## src/rtl/bullet_controller.sv

```systemverilog
// Bullet pool for one tank: spawns on fire edges, steps and bounces active
// bullets once per frame, retires them on lifetime expiry or collision report.
module bullet_controller #(
  parameter int NUM_BULLETS  = 5,
  parameter int BULLET_SPEED = 2,
  parameter int LIFETIME     = 600,
  parameter int COOLDOWN     = 15,
  parameter int X_MIN        = 0,
  parameter int X_MAX        = 639,
  parameter int Y_MIN        = 0,
  parameter int Y_MAX        = 479
) (
  input  logic                               Clk,
  input  logic                               Reset,
  input  logic                               frame_clk,
  input  logic                               fire,
  input  logic [9:0]                         Tank_X_Pos,
  input  logic [9:0]                         Tank_Y_Pos,
  input  logic [1:0]                         Tank_Dir_X,
  input  logic [1:0]                         Tank_Dir_Y,
  input  logic [NUM_BULLETS-1:0]             Bullet_Hit,
  output logic [10*NUM_BULLETS-1:0]          Bullet_X_Pos,
  output logic [10*NUM_BULLETS-1:0]          Bullet_Y_Pos,
  output logic [NUM_BULLETS-1:0]             isBulletActive,
  output logic                               fire_ack,
  output logic [$clog2(NUM_BULLETS+1)-1:0]   bullets_free
);

  localparam int IDX_W  = (NUM_BULLETS > 1) ? $clog2(NUM_BULLETS) : 1;
  localparam int FREE_W = $clog2(NUM_BULLETS + 1);

  localparam logic signed [10:0] SPEED = 11'(BULLET_SPEED);
  localparam logic signed [10:0] X_LO  = 11'(X_MIN);
  localparam logic signed [10:0] X_HI  = 11'(X_MAX);
  localparam logic signed [10:0] Y_LO  = 11'(Y_MIN);
  localparam logic signed [10:0] Y_HI  = 11'(Y_MAX);

  function automatic logic signed [10:0] dir_vel(input logic [1:0] d);
    case (d)
      2'b01:   return SPEED;
      2'b11:   return -SPEED;
      default: return '0;
    endcase
  endfunction

  logic fire_sync, fire_dly, fire_req;
  logic frame_sync, frame_dly, frame_tick;
  logic [9:0] cooldown;

  logic [NUM_BULLETS-1:0] active;
  logic [9:0]             pos_x [NUM_BULLETS];
  logic [9:0]             pos_y [NUM_BULLETS];
  logic signed [10:0]     vel_x [NUM_BULLETS];
  logic signed [10:0]     vel_y [NUM_BULLETS];
  logic [9:0]             life  [NUM_BULLETS];

  logic signed [10:0]     sum_x [NUM_BULLETS];
  logic signed [10:0]     sum_y [NUM_BULLETS];
  logic [9:0]             nxt_x [NUM_BULLETS];
  logic [9:0]             nxt_y [NUM_BULLETS];
  logic signed [10:0]     nvel_x [NUM_BULLETS];
  logic signed [10:0]     nvel_y [NUM_BULLETS];

  logic                   free_found;
  logic [IDX_W-1:0]       free_idx;
  logic signed [10:0]     spawn_vx, spawn_vy;
  logic                   spawn_go;
  logic [FREE_W-1:0]      free_cnt;

  // Each axis bounces independently: an out-of-range step reverses V and holds.
  always_comb begin
    for (int i = 0; i < NUM_BULLETS; i++) begin
      sum_x[i] = $signed({1'b0, pos_x[i]}) + vel_x[i];
      sum_y[i] = $signed({1'b0, pos_y[i]}) + vel_y[i];
      if (sum_x[i] < X_LO || sum_x[i] > X_HI) begin
        nxt_x[i]  = pos_x[i];
        nvel_x[i] = -vel_x[i];
      end else begin
        nxt_x[i]  = sum_x[i][9:0];
        nvel_x[i] = vel_x[i];
      end
      if (sum_y[i] < Y_LO || sum_y[i] > Y_HI) begin
        nxt_y[i]  = pos_y[i];
        nvel_y[i] = -vel_y[i];
      end else begin
        nxt_y[i]  = sum_y[i][9:0];
        nvel_y[i] = vel_y[i];
      end
    end
  end

  always_comb begin
    free_found = 1'b0;
    free_idx   = '0;
    for (int i = NUM_BULLETS - 1; i >= 0; i--) begin
      if (!active[i]) begin
        free_found = 1'b1;
        free_idx   = IDX_W'(i);
      end
    end
  end

  assign spawn_vx = dir_vel(Tank_Dir_X);
  assign spawn_vy = dir_vel(Tank_Dir_Y);
  assign spawn_go = fire_req && (cooldown == '0) && free_found &&
                    ((spawn_vx != '0) || (spawn_vy != '0));

  always_ff @(posedge Clk) begin
    if (!Reset) begin
      fire_sync  <= 1'b1;
      fire_dly   <= 1'b1;
      fire_req   <= 1'b0;
      frame_sync <= 1'b1;
      frame_dly  <= 1'b1;
      frame_tick <= 1'b0;
      cooldown   <= '0;
      fire_ack   <= 1'b0;
      active     <= '0;
      for (int i = 0; i < NUM_BULLETS; i++) begin
        pos_x[i] <= '0;
        pos_y[i] <= '0;
        vel_x[i] <= '0;
        vel_y[i] <= '0;
        life[i]  <= '0;
      end
    end else begin
      fire_sync  <= fire;
      fire_dly   <= fire_sync;
      fire_req   <= fire_sync & ~fire_dly;
      frame_sync <= frame_clk;
      frame_dly  <= frame_sync;
      frame_tick <= frame_sync & ~frame_dly;
      fire_ack   <= spawn_go;

      if (spawn_go)
        cooldown <= 10'(COOLDOWN);
      else if (frame_tick && cooldown != '0)
        cooldown <= cooldown - 10'd1;

      // Hit beats spawn beats frame step; a just-spawned bullet does not move.
      for (int i = 0; i < NUM_BULLETS; i++) begin
        if (Bullet_Hit[i] && active[i]) begin
          active[i] <= 1'b0;
        end else if (spawn_go && free_idx == IDX_W'(i)) begin
          active[i] <= 1'b1;
          pos_x[i]  <= Tank_X_Pos;
          pos_y[i]  <= Tank_Y_Pos;
          vel_x[i]  <= spawn_vx;
          vel_y[i]  <= spawn_vy;
          life[i]   <= 10'(LIFETIME);
        end else if (frame_tick && active[i]) begin
          if (life[i] == 10'd1) begin
            active[i] <= 1'b0;
          end else begin
            life[i]  <= life[i] - 10'd1;
            pos_x[i] <= nxt_x[i];
            pos_y[i] <= nxt_y[i];
            vel_x[i] <= nvel_x[i];
            vel_y[i] <= nvel_y[i];
          end
        end
      end
    end
  end

  always_comb begin
    free_cnt = FREE_W'(NUM_BULLETS);
    for (int i = 0; i < NUM_BULLETS; i++)
      if (active[i]) free_cnt = free_cnt - FREE_W'(1);
  end

  always_comb begin
    Bullet_X_Pos = '0;
    Bullet_Y_Pos = '0;
    for (int i = 0; i < NUM_BULLETS; i++) begin
      Bullet_X_Pos[10*i +: 10] = pos_x[i];
      Bullet_Y_Pos[10*i +: 10] = pos_y[i];
    end
  end

  assign isBulletActive = active;
  assign bullets_free   = free_cnt;

endmodule

```

## config.mk

```make
export PLATFORM = sky130hd
export DESIGN_NAME = bullet_controller
export DESIGN_NICKNAME = d
export VERILOG_FILES = /design/src/rtl/bullet_controller.sv
export SDC_FILE = /design/constraint.sdc
export NUM_CORES = 1
export LEC_CHECK = 0
export BUFFER_PORTS_ARGS = -buffer_cell sky130_fd_sc_hd__buf_2
export CORE_ASPECT_RATIO = 1.2
export CORE_MARGIN = 5
export CORE_UTILIZATION = 46
export CTS_BUF_LIST = sky130_fd_sc_hd__clkbuf_8
export DETAILED_ROUTE_END_ITERATION = 12
export GPL_TIMING_DRIVEN = 0
export MAX_ROUTING_LAYER = met4
export PLACE_DENSITY = 0.7
export SLEW_MARGIN = 20
export SYNTH_ARGS = -nofsm -noshare
export SYNTH_HDL_FRONTEND = slang
export SYNTH_SLANG_ARGS = --single-unit
```

## constraint.sdc

```tcl
create_clock -name Clk -period 3.6 [get_ports Clk]
set_input_delay 1.08 -clock Clk [delete_from_list [all_inputs] [get_ports Clk]]
set_output_delay 1.08 -clock Clk [all_outputs]
set_load 0.01 [all_outputs]
```

* Yosys cells after proc, flatten, opt, wreduce, memory -nomap -nowiden *
Memory sizes are Yosys's and may differ from the RTL's.
Cells that the tools add are included.
W data, S select, Z words.

storage, ports and cells
  bits of input ports = 33
  register bits after elaboration = 22
  bits in read-only memories = 0
  memories = 5
  latch bits = 0
  RAM bits = 260

memories
  name   depth  bits a word  rd ports  clocked after memory_dff  wr ports  line  source
  vel_x  5      11           5         0                         5         53    logic signed [10:0] vel_x [NUM_BULLETS];
  vel_y  5      11           5         0                         5         54    logic signed [10:0] vel_y [NUM_BULLETS];
  life   5      10           5         0                         5         55    logic [9:0] life [NUM_BULLETS];
  pos_x  5      10           5         0                         5         51    logic [9:0] pos_x [NUM_BULLETS];
  pos_y  5      10           5         0                         5         52    logic [9:0] pos_y [NUM_BULLETS];

cells by class
  equality and inequality tests = 13
  div/mod/pow operators = 0
  multipliers = 0
  bitwise operators = 55
  $add $sub $neg = 30
  reductions and logical operators = 57
  multiplexer cells = 155
  magnitude comparators = 20
  shift-type cells = 0

operator list
  kind                     count
  $mux W10                 40
  $mux W11                 30
  $add A11 B11 Y11         10
  $lt A11 B1 Y1 const B    10
  $neg A11 Y11             10
  $mux W1                  72
  $sub A10 B1 Y10 const B  6
  $gt A11 B10 Y1 const B   5
  $gt A11 B11 Y1 const B   5
  $eq A10 B1 Y1 const B    5
  $or A1 B1 Y1             50
  $pmux W11 S2             2
  $mux W3                  9
  $reduce_bool A11 Y1      2
  $reduce_bool A2 Y1       11
  $logic_and A1 B1 Y1      19
  $reduce_or A2 Y1         6
  $sub A3 B1 Y3 const B    4
  $logic_or A1 B1 Y1       11
  $logic_not A10 Y1        1
  $reduce_and A2 Y1        5
  $reduce_bool A10 Y1      1
  $mux W4                  2
  $eq A3 B2 Y1 const B     2
  other kinds (7)          12

* Longest topological paths before layout *
  depth after elaboration = 14
  gate-level depth with buffers = 11
  depth with buffers taken out = 10

* Least setup slack after synthesis *
No wires, ideal clock.

  path kind = input -> register
  start = in Tank_Dir_X[0]
  end = mem pos_y[0][0] (enable)
  setup slack = -0.214 ns
  stages on the path = 8
  buffers on the path = 2
  arrival time = 3.423 ns
  data required time = 3.209 ns
  library setup time = 0.391 ns
  cells stage by stage = clkbuf_1 o21ai_1 nor4_4 and2_1 or3_1 clkbuf_1 nand3_1 o21ai_0

RTL lines
  element      line  source
  from (decl)  19    input logic [1:0] Tank_Dir_X,
  to (decl)    52

* Worst setup path after layout *
  start = reg active[0], in the netlist isBulletActive[0]
  end = out bullets_free[2]

between the ends
  longest elaborated chain between the ends = 9

ends and longest elaborated chain
  element                            line  source
  from (decl)                        50    logic [NUM_BULLETS-1:0] active;
  from (signal assigned)             118   active <= '0;
  from (signal, indexed assignment)  143   active[i] <= 1'b0;
  from (signal, indexed assignment)  145   active[i] <= 1'b1;
  $mux W1 *                          169   if (active[i]) free_cnt = free_cnt - FREE_W'(1);
  $sub A3 B1 Y3                      169
  $mux W3 *                          169
  $sub A3 B1 Y3                      169
  $mux W3 *                          169
  $sub A3 B1 Y3                      169
  $mux W3 *                          169
  $sub A3 B1 Y3                      169
  $mux W3 *                          169
  to (decl)                          26    output logic [$clog2(NUM_BULLETS+1)-1:0] bullets_free

Every way passes the cells marked *; elsewhere a longest branch is shown, timed or not.

==> impl_results.md <==
* Flops & latches, synth at 272
* Worst hold path depth at 1
* Worst reg2reg path startpoint: cooldown[0]$_SDFFE_PN0P_
* Width of the die at 191 µm
* Post-detailed-route via-to-cell ratio at 5.85
* Maximum ir drop on the vdd rail at 0.261 mV
* Leakage dissipation at 8.27 nW
* Sequential area share after synthesis at 43.9%
* Summed instance area of the synthesized netlist at 0.0181 mm²
* Register clock-pin slew on the reported worst setup and hold paths at 0.06 ns
* Number of remaining DRC errors at 0
* Hold Buf Count CTS at 0
* Final Setup Violations at 1
* PortBufs at 138
* Final slew viol count at 0
* Clk buf depth at 3
* Critical Path Fanout Max at 2
* Skew final at 0.0277 ns
* Cell Rows at 79
* Number of nets with antenna violations after routing at 0
* HPWL after detailed placement at 39.2 mm
* Failing checks: setup timing
* Most prevalent standard cell on the critical path: sky130_fd_sc_hd__ha_4
* Design internal power at 5.50 mW
* Leading cell types by count after synthesis: sky130_fd_sc_hd__edfxtp_1 (250), sky130_fd_sc_hd__nand2_1 (208), sky130_fd_sc_hd__nor2_1 (168)
* Inserted Clock Buffers at 47
* Main synth FF type: sky130_fd_sc_hd__edfxtp_1
* Fraction of synthesized cell area taken by the top area cell type at 41.4%
* TritonCTS clock tree: yes
* Maximum number of pins on one net before global-route repair at 16
* Number of enable flip-flop cells after synthesis at 250
* Minimum period implied by the final worst setup slack at 3.71 ns
* Max transition margin at 40.4%
* Avg Cell Area, Syn at 9.75 µm²
* Total power density per cell area at 374 mW/mm²
* Die extent in y at 227 µm
* Largest stage delay, worst path at 0.36 ns
* Share of synthesized flip-flops with an asynchronous set or reset at 0%
* Total Die Area at 0.0435 mm²
* Critical path data arrival time at 2.63 ns
* Post-layout util at 53.3%
* Tightest Pin Transition at 0.892 ns
* Combinational Power Share at 14.9%
* Final-report hold violation count at 0
* Layout cells sized above 1 at 16.2%
* Length in cells of the worst reg-to-reg path at 10
* Htree depth at 2
* Area inside the core boundary at 0.0388 mm²
* Router iterations before antenna repair at 5
* Overflow after GRT at 0
* Antenna violations before repair at 3
* Effective utilization at floorplan at 46.6%
* Iter 0 DRT Violations at 1288
* Synthesized instance count at 1858
* Overall power at 7.73 mW
* Setup crit end kind: primary output
* Cell at the root of the clock tree: sky130_fd_sc_hd__clkbuf_8
* Synth warn at 0
* Global-route wire length before repair at 82.0 mm
* Maximum clock frequency at 270 MHz
* Via Count at 15300
* Dominant cell by count in the synthesized netlist: sky130_fd_sc_hd__edfxtp_1
* Data required, critical path at 2.52 ns
* Switching power summed over all nets at 2.23 mW
* Count of boundary I/O pins at 142
* Synth area leaders: sky130_fd_sc_hd__edfxtp_1 (41%), sky130_fd_sc_hd__ha_1 (9.4%), sky130_fd_sc_hd__xnor2_1 (6.4%)
* Classification of the worst-slack hold path: reg2reg
* Total Routed Length at 53.9 mm
* Number of global-route vias before repair at 14800
* Nets in the synthesized netlist at 2027
* Slowest-stage cell, CP: sky130_fd_sc_hd__dfxtp_4
* Endpoint of the most critical register-to-register path: pos_x[3][1]$_SDFFCE_PP0P_
* Endpoint of the worst hold-timing path: fire_req$_SDFF_PN0_
* Insertion delay to the later sink of the worst-skew pair at 0.60 ns
* Sequential share of power at 48.5%
* Max_cap viols at 0
* Final net count at 2226
* Number of clock sinks at 272
* Cell-by-cell trace of the critical path: buf_4 > ha_2 > o21ai_4 > ha_4 > mux2_4 > ha_4 > nand2_4 > xnor2_2 > xnor2_1 > buf_2
* Critical path class: reg2out
* Final Cycle Share at 103%
* Gp weighted congestion at 0.928
* Number of distinct standard cells referenced by the synthesized netlist at 79
* Post-synthesis to final-layout area growth at 14.2%
* Overall global routing resource usage at 24.8%
* Clock group share of total power at 36.6%
* Result of the run: finished with violations
* Final worst hold slack at 0.381 ns
* Setup repair after global routing missed its margin: true
* Hold_sp: fire_dly$_SDFF_PN1_
* Switching share of power at 28.9%
* Post-layout worst setup margin at -0.109 ns
* Top cell type by total area after synthesis: sky130_fd_sc_hd__edfxtp_1
* Worst reg2reg setup slack at 0.13 ns
* Per-cell routed wire length at 20.6 µm
* Sort of element at the start of the critical path: register
registers in the layout (all words and copies together), names as in the netlist:
| name | cells |
|---|---|
| cooldown | 10 |
| fire_ack | 1 |
| fire_dly | 1 |
| fire_req | 1 |
| fire_sync | 1 |
| frame_dly | 1 |
| frame_sync | 1 |
| frame_tick | 1 |
| isBulletActive | 5 |
| life | 50 |
| pos_x | 50 |
| pos_y | 50 |
| vel_x | 50 |
| vel_y | 50 |
per-stage QoR:
step	area [µm²]	cells	setup TNS, ns	setup slack, ns
after global placement	19500	2522	-146.27	-1.08
after global routing	20700	2622	-0.246	-0.194
after floorplan	18100	1858	0	0.0463
after CTS	20500	2616	-0.123	-0.123
final	20700	2622	-0.109	-0.109
after detailed placement	19500	2523	-161.06	-1.14
cells in the final DEF, fill, tap and decap left out, types with 13 or more instances in the layout:
cell type,n
sky130_fd_sc_hd__nand3b_1,16
sky130_fd_sc_hd__o21ai_0,126
sky130_fd_sc_hd__clkbuf_8,51
sky130_fd_sc_hd__a21o_1,16
sky130_fd_sc_hd__nand2_1,207
sky130_fd_sc_hd__inv_1,66
sky130_fd_sc_hd__and3_1,13
sky130_fd_sc_hd__xnor2_1,132
sky130_fd_sc_hd__ha_1,132
sky130_fd_sc_hd__a21oi_2,31
sky130_fd_sc_hd__dfxtp_1,20
sky130_fd_sc_hd__or3_1,15
sky130_fd_sc_hd__nor2b_1,14
sky130_fd_sc_hd__buf_2,159
sky130_fd_sc_hd__o21a_1,20
sky130_fd_sc_hd__clkbuf_1,35
sky130_fd_sc_hd__buf_4,14
sky130_fd_sc_hd__edfxtp_1,250
sky130_fd_sc_hd__a21oi_1,118
sky130_fd_sc_hd__nand3_1,45
sky130_fd_sc_hd__nand2b_1,20
sky130_fd_sc_hd__nor2_1,168
sky130_fd_sc_hd__nor3_1,86
sky130_fd_sc_hd__xor2_1,64
sky130_fd_sc_hd__a211oi_1,32
area by class of cell:
cell class | instances | area [µm²]
multi-input combinational | 1456 | 9810
sequential | 272 | 7960
fill | 3492 | 18200
inverter | 59 | 224
clock buffer | 51 | 702
clock inverter | 35 | 205
buffer | 70 | 344
antenna | 2 | 5.00
timing repair buffer | 151 | 792
tap | 526 | 658
power by group through the flow:
stage | Sequential, mW | Combinational (mW) | Clock [mW]
finish | 3.75 | 1.15 | 2.83
CTS | 3.75 | 1.13 | 2.87
global route | 3.77 | 1.26 | 3.02
detailed placement | 3.82 | 1.11 | 0
global placement | 3.81 | 1.09 | 0
floorplan | 3.79 | 0.758 | 0
worst max-delay path: cells and delay by family, from the launching register on:
| kind | cells | cell delay (ns) |
|---|---|---|
| adders and majority gates | 3 | 0.58 |
| DFF | 1 | 0.36 |
| buffers and inverters | 2 | 0.31 |
| muxes | 1 | 0.28 |
| xor gates and xnor gates | 2 | 0.24 |
| AOI/OAI and AO/OA | 1 | 0.19 |
| and+or+nand+nor | 1 | 0.06 |
metal layers:
metal  vias up  track usage (%)  share of wire [%]
li1       7209                -                  -
met1      7411             31.5                 41
met2       605             40.8                 48
met3       102             4.57                8.8
met4         0             7.46                3.0
met5         -                -                  0
how the worst max path moves through the flow:
| stage | startpoint | to | slack [ns] | cells after the start |
|---|---|---|---|---|
| after floorplan | Tank_Dir_X[0] | pos_y[0][0]$_SDFFCE_PP0P_ | 0.05 | 8 |
| after global placement | Tank_Dir_X[0] | pos_y[0][8]$_SDFFCE_PP0P_ | -1.08 | 8 |
| after detailed placement | Tank_Dir_X[0] | pos_y[0][6]$_SDFFCE_PP0P_ | -1.14 | 8 |
| after CTS | isBulletActive[0]$_SDFFE_PP0P_ | bullets_free[2] | -0.12 | 10 |
| after global routing | isBulletActive[0]$_SDFFE_PP0P_ | bullets_free[2] | -0.19 | 11 |
| final | isBulletActive[0]$_SDFFE_PP0P_ | bullets_free[2] | -0.11 | 10 |
timing repair:
action / CTS / global route
hold endpoints to repair: 0 / 0
pin swaps: 4 / 5
resized for setup: 25 / 16
setup endpoints to repair: 129 / 100
gates cloned: 0 / 0
buffers inserted: 8 / 5
kinds of logic after synthesis:
| family | after synthesis | share of synthesized area [%] |
|---|---|---|
| AND/OR/NAND/NOR | 674 | 18.4 |
| multiplexers | 4 | 0.228 |
| flip-flops | 272 | 43.9 |
| adder cells (fa/ha/maj) | 136 | 9.39 |
| buffers and inverters | 130 | 3.09 |
| AO/OA/AOI/OAI | 443 | 15.4 |
| XOR/XNOR | 199 | 9.62 |
Power figures use the tool's default switching activity.
